**src/rtl/adc_word_align.sv**
```systemverilog
// Word-alignment stage behind the DDR capture block: trains against a fixed
// pattern by pulsing bitslip, declares lock, then passes aligned words through.
module adc_word_align #(
    parameter logic [15:0] TRAIN_PATTERN = 16'hA55A,
    parameter int          MATCH_COUNT   = 16,
    parameter int          SETTLE_CYCLES = 8,
    parameter int          MAX_SLIPS     = 8,
    parameter int          LOSS_COUNT    = 4,
    localparam int         SLW           = $clog2(MAX_SLIPS + 1)
) (
    input  logic           clk,
    input  logic           rst_n,
    input  logic [15:0]    adc_data,
    input  logic           adc_valid,
    input  logic           train_en,
    output logic           bitslip,
    output logic           aligned,
    output logic           align_err,
    output logic [SLW-1:0] slip_count,
    output logic [15:0]    data_out,
    output logic           data_valid
);
    localparam int SCW = $clog2(SETTLE_CYCLES + 1);
    localparam int MCW = $clog2(MATCH_COUNT + 1);
    localparam int LCW = $clog2(LOSS_COUNT + 1);

    localparam logic [SCW-1:0] SETTLE_LAST = SCW'(SETTLE_CYCLES - 1);
    localparam logic [MCW-1:0] MATCH_LAST  = MCW'(MATCH_COUNT - 1);
    localparam logic [LCW-1:0] LOSS_LAST   = LCW'(LOSS_COUNT - 1);
    localparam logic [SLW-1:0] SLIP_MAX    = SLW'(MAX_SLIPS);

    typedef enum logic [2:0] {IDLE, SETTLE, CHECK, SLIP, LOCKED, FAIL} state_t;

    state_t         state;
    logic [SCW-1:0] settle_cnt;
    logic [MCW-1:0] match_cnt;
    logic [LCW-1:0] loss_cnt;
    logic           match;

    assign match = (adc_data == TRAIN_PATTERN);

    always_ff @(posedge clk or negedge rst_n) begin
        if (!rst_n) begin
            state      <= IDLE;
            settle_cnt <= '0;
            match_cnt  <= '0;
            loss_cnt   <= '0;
            bitslip    <= 1'b0;
            aligned    <= 1'b0;
            align_err  <= 1'b0;
            slip_count <= '0;
            data_out   <= '0;
            data_valid <= 1'b0;
        end else begin
            data_out   <= adc_data;
            data_valid <= adc_valid && (state == LOCKED) && !train_en;
            bitslip    <= 1'b0;
            case (state)
                IDLE: begin
                    settle_cnt <= '0;
                    match_cnt  <= '0;
                    loss_cnt   <= '0;
                    slip_count <= '0;
                    aligned    <= 1'b0;
                    if (train_en) state <= SETTLE;
                end
                SETTLE: begin
                    if (!train_en) begin
                        state <= IDLE;
                    end else if (settle_cnt == SETTLE_LAST) begin
                        settle_cnt <= '0;
                        match_cnt  <= '0;
                        state      <= CHECK;
                    end else begin
                        settle_cnt <= settle_cnt + 1'b1;
                    end
                end
                CHECK: begin
                    // train_en falling outranks any decision on this word
                    if (!train_en) begin
                        state <= IDLE;
                    end else if (adc_valid) begin
                        if (match) begin
                            if (match_cnt == MATCH_LAST) begin
                                aligned  <= 1'b1;
                                loss_cnt <= '0;
                                state    <= LOCKED;
                            end else begin
                                match_cnt <= match_cnt + 1'b1;
                            end
                        end else if (slip_count == SLIP_MAX) begin
                            align_err <= 1'b1;
                            state     <= FAIL;
                        end else begin
                            bitslip    <= 1'b1;
                            slip_count <= slip_count + 1'b1;
                            state      <= SLIP;
                        end
                    end
                end
                SLIP: begin
                    settle_cnt <= '0;
                    state      <= train_en ? SETTLE : IDLE;
                end
                LOCKED: begin
                    if (!train_en) begin
                        loss_cnt <= '0;
                    end else if (adc_valid) begin
                        if (match) begin
                            loss_cnt <= '0;
                        end else if (loss_cnt == LOSS_LAST) begin
                            aligned    <= 1'b0;
                            slip_count <= '0;
                            loss_cnt   <= '0;
                            settle_cnt <= '0;
                            state      <= SETTLE;
                        end else begin
                            loss_cnt <= loss_cnt + 1'b1;
                        end
                    end
                end
                FAIL: begin
                    if (!train_en) begin
                        align_err <= 1'b0;
                        state     <= IDLE;
                    end
                end
                default: state <= IDLE;
            endcase
        end
    end
endmodule
```
**config.mk**
```make
export PLATFORM = sky130hd
export DESIGN_NAME = adc_word_align
export DESIGN_NICKNAME = d
export VERILOG_FILES = /design/src/rtl/adc_word_align.sv
export SDC_FILE = /design/constraint.sdc
export NUM_CORES = 1
export LEC_CHECK = 0
export CORE_MARGIN = 2
export CORE_UTILIZATION = 50
export DETAILED_ROUTE_END_ITERATION = 16
export PLACE_DENSITY = 0.8
export SETUP_SLACK_MARGIN = 0.05
export SYNTH_ARGS = -nofsm -noshare
export SYNTH_HDL_FRONTEND = slang
export SYNTH_SLANG_ARGS = --single-unit
export TNS_END_PERCENT = 50
```
**constraint.sdc**
```tcl
create_clock -name clk -period 2.55 [get_ports clk]
set_clock_uncertainty 0.15 [all_clocks]
set_input_delay 0.51 -clock clk [delete_from_list [all_inputs] [get_ports clk]]
set_output_delay 0.51 -clock clk [all_outputs]
set_load 0.005 [all_outputs]
```
==> metrics.cfg <==
[synth]
ys_seq_area_share_pct=50.55
synth_seq_cells=39
synth_fp_nets=203
syn-cell-area_mm2=0.001931
dominantRegCellSynth=dfrtp_1
syn-mean-instance-area_um2=10.91
synthDistinctLibCells=54
synth_edf_count=0
netlist_instances=177
ys.warnings.count=0
synthArstFlopShare_pct=100.0

[power]
irDropWorstVdd_mv=0.3799
powerDensity_mw_per_mm2=517.1
p_leak_nw=1.109

[cells_and_area]
ff_latch_area_um2=975.9
layout.cells.most_common=clkdlybuf4s50_1
final_layout_size_suffix_gt1_share_pct=14.41
multiInputGateArea_um2=865.8
final_util_pct=68.79
synthToLayoutAreaGrowth_pct=31.43
fin_cells=277
mostFrequentLayoutCells=clkdlybuf4s50_1 (42), dfrtp_1 (39), nor2_1 (19), nand2_1 (14), o21ai_0 (13)
fillers=288
n_antenna_cell=0
final_net_count=254

[route]
ant_nets=0
drc=0
dr.pass1.iters=4
wl_mm=4.448
vias_per_cell=5.690
via_count=1576
wl_per_cell_um=16.06
drt-initial-drc-count=149

[sta]
tns_ns=0
whs_ns=0.1559
hold_violations=0
setup_viol=0
fmax_ghz=0.4352
min_period_ns=2.298
worst_slew_pin_slew_ns=0.8534
relSlewSlack_pct=43.11
drv_slew=0
rsz0062_at_grt=no
setup_ws_ns=0.2520
final.period_utilization_pct=90.12

[run_status]
status=completed

[place]
dp_hpwl_mm=3.264
dp_cells=269
portBuffers=43
dp_slack_ns=-0.04548
gp_congestion=0.8548

[worst_hold_path]
hold_class=input port to async pin

[clock_network]
cts.hold.buffers_added=0
clk_pin_slew_ns=0.08
cts_setup_buffers=0
cts_resized=0
cts_tree=yes
ctsHtreeMaxLevel=2
cts_buffer_depth=2
clk_latency_ns=0.30
cts.sinks=39
clock_tree.root_cell=clkbuf_8
cts_buffers=5

[critical_path]
crit_slowest_cell=clkdlybuf4s50_1
start_kind=input port
cp_cell_sequence=clkdlybuf4s50_1, nand4bb_4, nor4_4, buf_4, and4bb_2, mux2_4
crit_fanout=7
crit_arrival_ns=2.34
required_ns=2.59
slowest_delay_ns=0.44
path_buf_inv=2
crit_type=input port to flop
end_kind=flop
crit_family=simple AND/OR/NAND/NOR gates

[floorplan]
io_pins=44
core_area_mm2=0.003689
die_w_um=66.14
initial_core_util_pct=52.34
dieArea_mm2=0.004375
rows=22
die-height_um=66.14

[grt]
overflow=0
grt_start_max_net_pins=40
track_usage_pct=23.07
grt_pass1_wl_mm=7.445
grt_pass1_vias=1601
grt_antenna_before_repair=0

[flow_run]
maxCapViolCount=0

-- through the flow --
stage                     instance area (µm²)  power, mW
after global routing                     2537      1.355
after global placement                   2421     0.7868
after detailed placement                 2421     0.7928
final                                    2537      1.312
after CTS                                2537      1.318
after floorplan                          1931     0.7077
-- routing by layer --
metal	up-vias	GRT usage (%)	share of wire, %
li1	739	-	-
met1	772	25.98	39
met2	50	41.13	54
met3	15	4.429	3.6
met4	0	11.73	2.9
met5	-	0	0
-- cell families after synthesis --
group           share of synthesized area [%]
xor+xnor                               0.9075
fa+ha+maj                               3.888
flops                                   50.55
simple gates                            23.92
buf+inv                                 4.601
compound gates                          14.00
mux                                     2.139
-- area by class of cell --
class / instances / share of cell area, %
inverters: 9 / 1.331
flip-flops and latches: 39 / 38.46
clock inverters: 3 / 1.874
repair buffers: 51 / 19.13
clock buffers: 5 / 2.712
well taps: 48 / 2.367
multi-input cells: 122 / 34.12
-- synth_stat cells (2+ instances only) --
cell type  number  share of area, %
nor3_1          4               1.0
nand2b_1        4               1.3
a31oi_1         2              0.65
inv_1           9               1.7
nor4_1          2              0.65
nor2_1         19               3.7
mux2_4          2               1.6
ha_1            6               3.9
o21ai_0        13               3.4
clkbuf_1        3              0.58
xnor2_1         2              0.91
clkbuf_8        2               1.4
and3_1          2              0.65
nand3_1         3              0.78
o21ai_1         3              0.78
a21oi_1         8               2.1
and4bb_2        2               1.3
nand4bb_4       2               2.9
dfrtp_1        39                51
nand2_1        14               2.7
o41ai_1         2              0.91
o31ai_1         2              0.78
-- power breakdown --
| part | internal (mW) | switching, mW | total, mW |
|---|---|---|---|
| Combinational | 0.0706 | 0.0564 | 0.127 |
| Clock | 0.296 | 0.236 | 0.532 |
| Sequential | 0.639 | 0.0144 | 0.653 |
| Total | 1.01 | 0.306 | 1.31 |
-- final timing paths --
path	slack [ns]	cells after the start	from	endpoint
worst max-delay path	0.25	6	adc_data[11]	loss_cnt[0]$_DFFE_PN0P_
worst min-delay path	0.16	1	rst_n	data_out[3]$_DFF_PN0_
worst max register to register	0.43	5	state[1]$_DFFE_PN0P_	slip_count[0]$_DFFE_PN0P_
worst min register to register	0.34	1	match_cnt[3]$_DFFE_PN0P_	match_cnt[3]$_DFFE_PN0P_
max in group asynchronous	1.55	1	rst_n	settle_cnt[3]$_DFFE_PN0P_
min in group clk	0.34	1	match_cnt[3]$_DFFE_PN0P_	match_cnt[3]$_DFFE_PN0P_
-- state kept, by name, indices dropped and copies added (netlist names) --
signal	cells
data_out	16
match_cnt	5
loss_cnt	3
align_err	1
slip_count	4
state	3
data_valid	1
bitslip	1
settle_cnt	4
aligned	1
No activity file was read; power rests on OpenSTA's default activity.
